==> src/rtl/idli_pkg.sv <==
// Shared types and constants for the idli core's instruction fetch buffer.
package idli_pkg;

    typedef logic [15:0] instr_t;

    localparam int IBUF_DEPTH   = 2;
    localparam int NIB_PER_WORD = 4;

    typedef logic [$clog2(IBUF_DEPTH+1)-1:0] ibuf_cnt_t;

    // Position of the next nibble within the word being assembled.
    typedef enum logic [1:0] {
        NIB_EMPTY = 2'd0,
        NIB_N1    = 2'd1,
        NIB_N2    = 2'd2,
        NIB_N3    = 2'd3
    } nib_state_t;

endpackage

==> src/rtl/idli_ibuf_if.sv <==
// Fetch/decode side bundle of the instruction buffer: nibble stream in, instruction words out.
interface idli_ibuf_if #(
    parameter int DEPTH = idli_pkg::IBUF_DEPTH
);
    import idli_pkg::*;

    localparam int CNT_W = $clog2(DEPTH+1);

    logic [3:0]       i_ibuf_nib;
    logic             i_ibuf_nib_vld;
    logic             o_ibuf_rdy;
    logic             i_ibuf_flush;
    instr_t           o_ibuf_instr;
    logic             o_ibuf_instr_vld;
    logic             i_ibuf_instr_acp;
    logic [CNT_W-1:0] o_ibuf_cnt;

    // master: fetch + decode driving the buffer; slave: the buffer itself.
    modport master (
        output i_ibuf_nib, i_ibuf_nib_vld, i_ibuf_flush, i_ibuf_instr_acp,
        input  o_ibuf_rdy, o_ibuf_instr, o_ibuf_instr_vld, o_ibuf_cnt
    );

    modport slave (
        input  i_ibuf_nib, i_ibuf_nib_vld, i_ibuf_flush, i_ibuf_instr_acp,
        output o_ibuf_rdy, o_ibuf_instr, o_ibuf_instr_vld, o_ibuf_cnt
    );

endinterface

==> src/rtl/idli_ibuf_fifo_m.sv <==
// Synchronous FIFO of instruction words with flush, occupancy count and a registered head.
module idli_ibuf_fifo_m
    import idli_pkg::*;
#(
    parameter int DEPTH = IBUF_DEPTH,
    localparam int PTR_W = $clog2(DEPTH),
    localparam int CNT_W = $clog2(DEPTH+1)
) (
    input  logic             clk,
    input  logic             rst,
    input  logic             flush,
    input  logic             push,
    input  instr_t           push_data,
    input  logic             pop,
    output instr_t           head,
    output logic             head_vld,
    output logic [CNT_W-1:0] cnt
);

    instr_t           mem_q [DEPTH];
    instr_t           head_q;
    instr_t           head_nxt;
    logic [PTR_W-1:0] wr_ptr_q;
    logic [PTR_W-1:0] rd_ptr_q;
    logic [PTR_W-1:0] rd_ptr_nxt;
    logic [CNT_W-1:0] cnt_q;
    logic [CNT_W-1:0] cnt_nxt;
    logic             do_push;
    logic             do_pop;

    assign do_pop  = pop && (cnt_q != '0);
    assign do_push = push && ((cnt_q != CNT_W'(DEPTH)) || do_pop);

    // NOTE: every output of this block is assigned before any branch, so no latch can be inferred.
    always_comb begin
        rd_ptr_nxt = do_pop ? rd_ptr_q + 1'b1 : rd_ptr_q;
        cnt_nxt    = cnt_q;
        head_nxt   = head_q;
        unique case ({do_push, do_pop})
            2'b10:   cnt_nxt = cnt_q + 1'b1;
            2'b01:   cnt_nxt = cnt_q - 1'b1;
            default: cnt_nxt = cnt_q;
        endcase
        // Head only moves while a word will be present; otherwise it keeps its last value.
        if (cnt_nxt != '0) begin
            head_nxt = (do_push && (wr_ptr_q == rd_ptr_nxt)) ? push_data : mem_q[rd_ptr_nxt];
        end
    end

    // NOTE: the storage array is deliberately not reset; only the head register is cleared.
    always_ff @(posedge clk) begin
        if (do_push && !flush && !rst) begin
            mem_q[wr_ptr_q] <= push_data;
        end
    end

    always_ff @(posedge clk) begin
        if (rst) begin
            wr_ptr_q <= '0;
            rd_ptr_q <= '0;
            cnt_q    <= '0;
            head_q   <= '0;
        end else if (flush) begin
            wr_ptr_q <= '0;
            rd_ptr_q <= '0;
            cnt_q    <= '0;
        end else begin
            if (do_push) begin
                wr_ptr_q <= wr_ptr_q + 1'b1;
            end
            rd_ptr_q <= rd_ptr_nxt;
            cnt_q    <= cnt_nxt;
            head_q   <= head_nxt;
        end
    end

    assign head     = head_q;
    assign head_vld = (cnt_q != '0);
    assign cnt      = cnt_q;

endmodule

==> src/rtl/idli_ibuf_m.sv <==
// Instruction fetch buffer: packs SQI nibbles (MSB first) into 16-bit words for decode.
// Define IDLI_IBUF_BYPASS_EN to forward a completing word straight to decode when the FIFO is empty.
module idli_ibuf_m
    import idli_pkg::*;
#(
    parameter int DEPTH = IBUF_DEPTH,
    localparam int CNT_W = $clog2(DEPTH+1)
) (
    input  logic       i_ibuf_gck,
    input  logic       i_ibuf_rst,
    idli_ibuf_if.slave ibuf
);

    nib_state_t       nib_state;
    logic [11:0]      asm_q;
    logic             rdy;
    logic             nib_acc;
    logic             word_done;
    logic             fifo_push;
    logic             fifo_pop;
    logic             fifo_vld;
    instr_t           fifo_head;
    instr_t           word;
    logic [CNT_W-1:0] fifo_cnt;

    // A word is only started with a free slot; once started it is always allowed to finish.
    assign rdy       = (nib_state != NIB_EMPTY) || (fifo_cnt < CNT_W'(DEPTH));
    assign nib_acc   = ibuf.i_ibuf_nib_vld && rdy && !ibuf.i_ibuf_flush;
    assign word_done = nib_acc && (nib_state == nib_state_t'(NIB_PER_WORD-1));
    assign word      = {asm_q, ibuf.i_ibuf_nib};

    // NOTE: sequential state uses <= so every register samples pre-edge values of its peers.
    always_ff @(posedge i_ibuf_gck) begin
        if (i_ibuf_rst || ibuf.i_ibuf_flush) begin
            nib_state <= NIB_EMPTY;
            asm_q     <= '0;
        end else if (nib_acc) begin
            asm_q <= {asm_q[7:0], ibuf.i_ibuf_nib};
            unique case (nib_state)
                NIB_EMPTY: nib_state <= NIB_N1;
                NIB_N1:    nib_state <= NIB_N2;
                NIB_N2:    nib_state <= NIB_N3;
                NIB_N3:    nib_state <= NIB_EMPTY;
                default:   nib_state <= NIB_EMPTY;
            endcase
        end
    end

`ifdef IDLI_IBUF_BYPASS_EN
    logic bypass_hit;

    assign bypass_hit            = word_done && (fifo_cnt == '0);
    assign fifo_push             = word_done && !(bypass_hit && ibuf.i_ibuf_instr_acp);
    assign ibuf.o_ibuf_instr     = bypass_hit ? word : fifo_head;
    assign ibuf.o_ibuf_instr_vld = fifo_vld || bypass_hit;
`else
    assign fifo_push             = word_done;
    assign ibuf.o_ibuf_instr     = fifo_head;
    assign ibuf.o_ibuf_instr_vld = fifo_vld;
`endif

    assign fifo_pop = fifo_vld && ibuf.i_ibuf_instr_acp;

    idli_ibuf_fifo_m #(
        .DEPTH (DEPTH)
    ) u_fifo (
        .clk       (i_ibuf_gck),
        .rst       (i_ibuf_rst),
        .flush     (ibuf.i_ibuf_flush),
        .push      (fifo_push),
        .push_data (word),
        .pop       (fifo_pop),
        .head      (fifo_head),
        .head_vld  (fifo_vld),
        .cnt       (fifo_cnt)
    );

    assign ibuf.o_ibuf_rdy = rdy;
    assign ibuf.o_ibuf_cnt = fifo_cnt;

    // A nibble offered while not ready is silently dropped by the buffer; flag it to the fetch owner.
    a_nib_when_busy: assert property (
        @(posedge i_ibuf_gck) disable iff (i_ibuf_rst)
        !(ibuf.i_ibuf_nib_vld && !rdy && !ibuf.i_ibuf_flush)
    ) else $warning("idli_ibuf: nibble presented while buffer not ready, ignored");

endmodule

==> src/flat_wrapper.sv <==
// flat-port wrapper written by rule: the top's interface ports become plain ports
module idli_ibuf_m_flat import idli_pkg::*;
#(
    parameter int DEPTH = IBUF_DEPTH,
    localparam int CNT_W = $clog2(DEPTH+1)
)
  (i_ibuf_gck, i_ibuf_rst, ibuf_i_ibuf_nib, ibuf_i_ibuf_nib_vld, ibuf_i_ibuf_flush, ibuf_i_ibuf_instr_acp, ibuf_o_ibuf_rdy, ibuf_o_ibuf_instr, ibuf_o_ibuf_instr_vld, ibuf_o_ibuf_cnt);
  idli_ibuf_if #(.DEPTH(DEPTH)) ibuf_i ();
  input  logic i_ibuf_gck;
  input  logic i_ibuf_rst;
  input wire logic [$bits(ibuf_i.i_ibuf_nib)-1:0] ibuf_i_ibuf_nib;
  input wire logic [$bits(ibuf_i.i_ibuf_nib_vld)-1:0] ibuf_i_ibuf_nib_vld;
  input wire logic [$bits(ibuf_i.i_ibuf_flush)-1:0] ibuf_i_ibuf_flush;
  input wire logic [$bits(ibuf_i.i_ibuf_instr_acp)-1:0] ibuf_i_ibuf_instr_acp;
  output wire logic [$bits(ibuf_i.o_ibuf_rdy)-1:0] ibuf_o_ibuf_rdy;
  output wire logic [$bits(ibuf_i.o_ibuf_instr)-1:0] ibuf_o_ibuf_instr;
  output wire logic [$bits(ibuf_i.o_ibuf_instr_vld)-1:0] ibuf_o_ibuf_instr_vld;
  output wire logic [$bits(ibuf_i.o_ibuf_cnt)-1:0] ibuf_o_ibuf_cnt;
  assign ibuf_i.i_ibuf_nib = ibuf_i_ibuf_nib;
  assign ibuf_i.i_ibuf_nib_vld = ibuf_i_ibuf_nib_vld;
  assign ibuf_i.i_ibuf_flush = ibuf_i_ibuf_flush;
  assign ibuf_i.i_ibuf_instr_acp = ibuf_i_ibuf_instr_acp;
  assign ibuf_o_ibuf_rdy = ibuf_i.o_ibuf_rdy;
  assign ibuf_o_ibuf_instr = ibuf_i.o_ibuf_instr;
  assign ibuf_o_ibuf_instr_vld = ibuf_i.o_ibuf_instr_vld;
  assign ibuf_o_ibuf_cnt = ibuf_i.o_ibuf_cnt;
  idli_ibuf_m #(.DEPTH(DEPTH)) u_core (.i_ibuf_gck(i_ibuf_gck), .i_ibuf_rst(i_ibuf_rst), .ibuf(ibuf_i));
endmodule
==> config.mk <==
export PLATFORM = sky130hd
export DESIGN_NAME = idli_ibuf_m_flat
export DESIGN_NICKNAME = d
export VERILOG_FILES = /design/src/rtl/idli_pkg.sv /design/src/rtl/idli_ibuf_if.sv /design/src/rtl/idli_ibuf_fifo_m.sv /design/src/rtl/idli_ibuf_m.sv /design/src/flat_wrapper.sv
export SDC_FILE = /design/constraint.sdc
export NUM_CORES = 1
export LEC_CHECK = 0
export CORE_ASPECT_RATIO = 1.75
export CORE_MARGIN = 1.5
export CORE_UTILIZATION = 23
export CTS_CLUSTER_SIZE = 10
export DETAILED_ROUTE_END_ITERATION = 8
export GPL_TIMING_DRIVEN = 0
export PLACE_DENSITY_LB_ADDON = 0.1
export SLEW_MARGIN = 20
export SYNTH_ARGS = -nofsm -noshare
export SYNTH_HDL_FRONTEND = slang
export SYNTH_SLANG_ARGS = --single-unit
export TNS_END_PERCENT = 1
==> constraint.sdc <==
create_clock -name i_ibuf_gck -period 2.49 [get_ports i_ibuf_gck]
set_input_delay 0.498 -clock i_ibuf_gck [delete_from_list [all_inputs] [get_ports i_ibuf_gck]]
set_output_delay 0.498 -clock i_ibuf_gck [all_outputs]
set_load 0.02 [all_outputs]
==> impl_metrics.py <==
metrics = {
    "outcome": {
        "status": "finished, final reports clean",
    },
    "clock_tree": {
        "clk_latency_ps": 330,
        "cts_tree": "built",
        "cts_root_buf": "clkbuf_16",
        "htreeDepth": 3,
        "hold_buffers": 0,
        "clkSlewWorstSetupHoldPaths_ps": 50,
        "cts_made_buffers": 9,
        "clock-sinks": 66,
        "cts_max_path_buffers": 2,
    },
    "cells_and_area": {
        "fillers": 1192,
        "area_growth_pct": 27.28,
        "final_cell_count_no_fill": 409,
        "nNetsFinal": 282,
        "fin_area_um2": 3532,
        "drive_gt1_share_pct": 15.69,
        "n_antenna_cell": 0,
    },
    "die": {
        "num_rows": 52,
        "die_y_um": 148.3,
        "core_area_um2": 11650,
        "io_pins": 29,
        "die_w_um": 86.04,
        "fp.dieArea_um2": 12760,
        "initial_core_util_pct": 23.83,
    },
    "sta": {
        "fin_crit_sh_pct": 92.82,
        "rsz0062_at_grt": "no",
        "fin_skew_ps": 6.921,
        "final_hold_viol_count": 0,
        "finalSetupTns_ps": 0,
        "layout_setup_ws_ps": 178.7,
        "fmax_mhz": 432.7,
        "setup-violations-final": 0,
        "worst_pin_slew_ps": 611.4,
        "slew_headroom_pct": 59.06,
        "fin_crit_ps": 2311,
        "slew_violations": 0,
    },
    "power_and_ir_drop": {
        "cellLeakagePower_uw": 0.001373,
        "ir_worst_vdd_mv": 0.2931,
        "total_power_uw": 2457,
        "power_density_nw_per_um2": 695.6,
    },
    "route": {
        "num_vias": 1829,
        "post_drt_wl_per_cell_um": 16.34,
        "drt_iter0_drc": 42,
        "firstDrtPassIters": 4,
        "drcViolationCount": 0,
        "ant_nets": 0,
        "totalWireLength_um": 6683,
        "vias_per_cell": 4.472,
    },
    "placed_design": {
        "placed_area_um2": 3228,
        "numPortBuffers": 27,
        "dp_hpwl_um": 4553,
        "pre_cts_ws_ps": -261.3,
        "dp.cells": 393,
        "place_congestion": 0.7481,
    },
    "grt": {
        "grt_pass1_wl_um": 10650,
        "antenna_found_initial": 0,
        "grt_max_degree": 17,
        "grt_overflow": 0,
        "first_global_vias": 1887,
        "gr-usage-all-layers_pct": 11.55,
    },
    "critical_path": {
        "end_kind": "register",
        "cp.required_ps": 2760,
        "critPathMaxFanout": 10,
        "criticalPathCategory": "in -> reg",
        "startpoint_type": "primary input",
        "arrival_ps": 2580,
    },
    "synthesis": {
        "synthFlopType": "dfxtp_1",
        "synth-async-reset-ratio_pct": 0,
        "seq_area_frac_synth_pct": 59.15,
        "synth_warnings": 0,
        "synth_edf_count": 32,
        "synth.largest_area_cell": "edfxtp_1",
        "syn-instance-count": 230,
        "syn_area_um2": 2775,
        "syn_nets": 243,
        "synth.distinct_cells": 34,
        "synth_top_cell_area_share_pct": 34.63,
        "netlist_top_cells_area": "edfxtp_1, dfxtp_1, mux2i_1",
        "ys_seq_elements": 66,
        "syn_area_per_cell_um2": 12.07,
    },
    "run": {
        "maxCapViolCount": 0,
    },
    "worst_hold_path": {
        "holdCritPathClass": "reg -> reg",
    },
}
==> per-layer routing <==
metal	global-route usage, %	share of wire (%)	vias to the layer above
met5	0	0	-
met2	19.92	52	25
met1	13.18	43	902
li1	-	-	894
met3	3.330	2.8	8
met4	4.839	2.0	0
==> cells in the final DEF, fill, tap and decap left out, drive strengths merged <==
| master | netlist | layout |
|---|---|---|
| nand2b | 1 | 1 |
| and2 | 1 | 1 |
| a211oi | 2 | 2 |
| clkbuf | 3 | 16 |
| nor3 | 2 | 2 |
| nor2b | 2 | 2 |
| nor2 | 6 | 6 |
| clkdlybuf4s50 | 0 | 27 |
| a32o | 16 | 16 |
| clkinv | 0 | 2 |
| xnor2 | 4 | 4 |
| bufinv | 0 | 1 |
| o21ai | 2 | 2 |
| nand3 | 1 | 1 |
| and3 | 1 | 1 |
| mux2i | 17 | 17 |
| nor3b | 1 | 1 |
| dfxtp | 34 | 34 |
| buf | 11 | 12 |
| inv | 4 | 4 |
| edfxtp | 32 | 32 |
| o211ai | 1 | 1 |
| nand2 | 46 | 46 |
| a21oi | 17 | 17 |
| nand3b | 1 | 1 |
| nand4bb | 1 | 1 |
| xor2 | 1 | 1 |
| nor4b | 1 | 1 |
| or2 | 18 | 18 |
| ha | 4 | 4 |
==> worst paths after layout <==
path	from	cells after the start	to	slack, ps
worst max-delay path	ibuf_i_ibuf_flush	8	u_core.u_fifo.head[4]$_SDFFE_PP0P_	180
worst min-delay path	u_core.u_fifo.head[13]$_SDFFE_PP0P_	1	u_core.u_fifo.head[13]$_SDFFE_PP0P_	460
worst max register to register	u_core.nib_state[1]$_SDFFE_PP0P_	6	u_core.u_fifo.mem_q[0][4]$_DFFE_PP_	270
worst min register to register	u_core.u_fifo.head[13]$_SDFFE_PP0P_	1	u_core.u_fifo.head[13]$_SDFFE_PP0P_	460
==> logic make-up (layout without fill, tap and decap cells) <==
logic type                 Yosys count  in the layout  synth area share, %
DFF                                 66             66                59.15
buffers and inverters               18             62                4.373
and+or+nand+nor                     82             82                15.51
AOI/OAI and AO/OA                   38             38                10.78
adders and majority gates            4              4                1.803
xor gates and xnor gates             5              5                2.254
muxes                               17             17                6.132
==> Yosys cell counts (2+ instances only) <==
master and count:
mux2i_1 17, nor2_1 6, nor2b_1 2, a32o_2 8, ha_1 4, a21oi_1 17
a32o_1 8, a211oi_1 2, inv_1 4, dfxtp_1 34, buf_2 4, buf_6 5
or2_0 16, xnor2_1 4, nand2_1 45, nor3_1 2, or2_2 2, clkbuf_1 3
edfxtp_1 32
==> repair_timing <==
item / CTS / global route
resized for setup: 0 / 2
setup endpoints to repair: 0 / 23
setup buffers: 0 / 0
==> worst max-delay path, cell delays in order <==
cell and delay [ps]:
clkdlybuf4s50_1 510, nand3b_4 180, nor2_1 60, a21oi_1 220, nor2b_1 160, clkbuf_1 370, buf_2 360, a32o_2 210
==> cell type report <==
class | count | area [um^2] | area share (%)
Timing Repair Buffer | 28 | 281.5 | 7.970
Inverter | 4 | 15.01 | 0.4251
Multi-Input combinational cell | 146 | 1020 | 28.87
Tap cell | 135 | 168.9 | 4.782
Clock inverter | 3 | 38.79 | 1.098
Buffer | 14 | 106.4 | 3.011
Clock buffer | 13 | 260.3 | 7.368
Sequential cell | 66 | 1642 | 46.48
==> state kept, by name (all words and copies together), names as in the netlist <==
| register | flops |
|---|---|
| u_core.u_fifo.wr_ptr_q | 1 |
| u_core.u_fifo.head | 16 |
| u_core.asm_q | 12 |
| u_core.u_fifo.rd_ptr_q | 1 |
| u_core.u_fifo.mem_q | 32 |
| u_core.nib_state | 2 |
| u_core.u_fifo.cnt | 2 |
==> through the flow <==
stage / utilization, % / hold slack [ps]
after detailed placement: 27.72 / 456.9
after global placement: 27.60 / 453.2
final: 30.33 / 462.7
after floorplan: - / 440.2
after global routing: 30.33 / 485.7
after CTS: 30.29 / 469.3
==> power by group <==
group,switching [uW],leakage (uW),internal [uW]
Clock,439,0.000147,825
Sequential,2.49,0.000575,1130
Combinational,35.9,0.000651,20.4
Total,478,0.00137,1980
No activity file was read; power rests on OpenSTA's default activity.
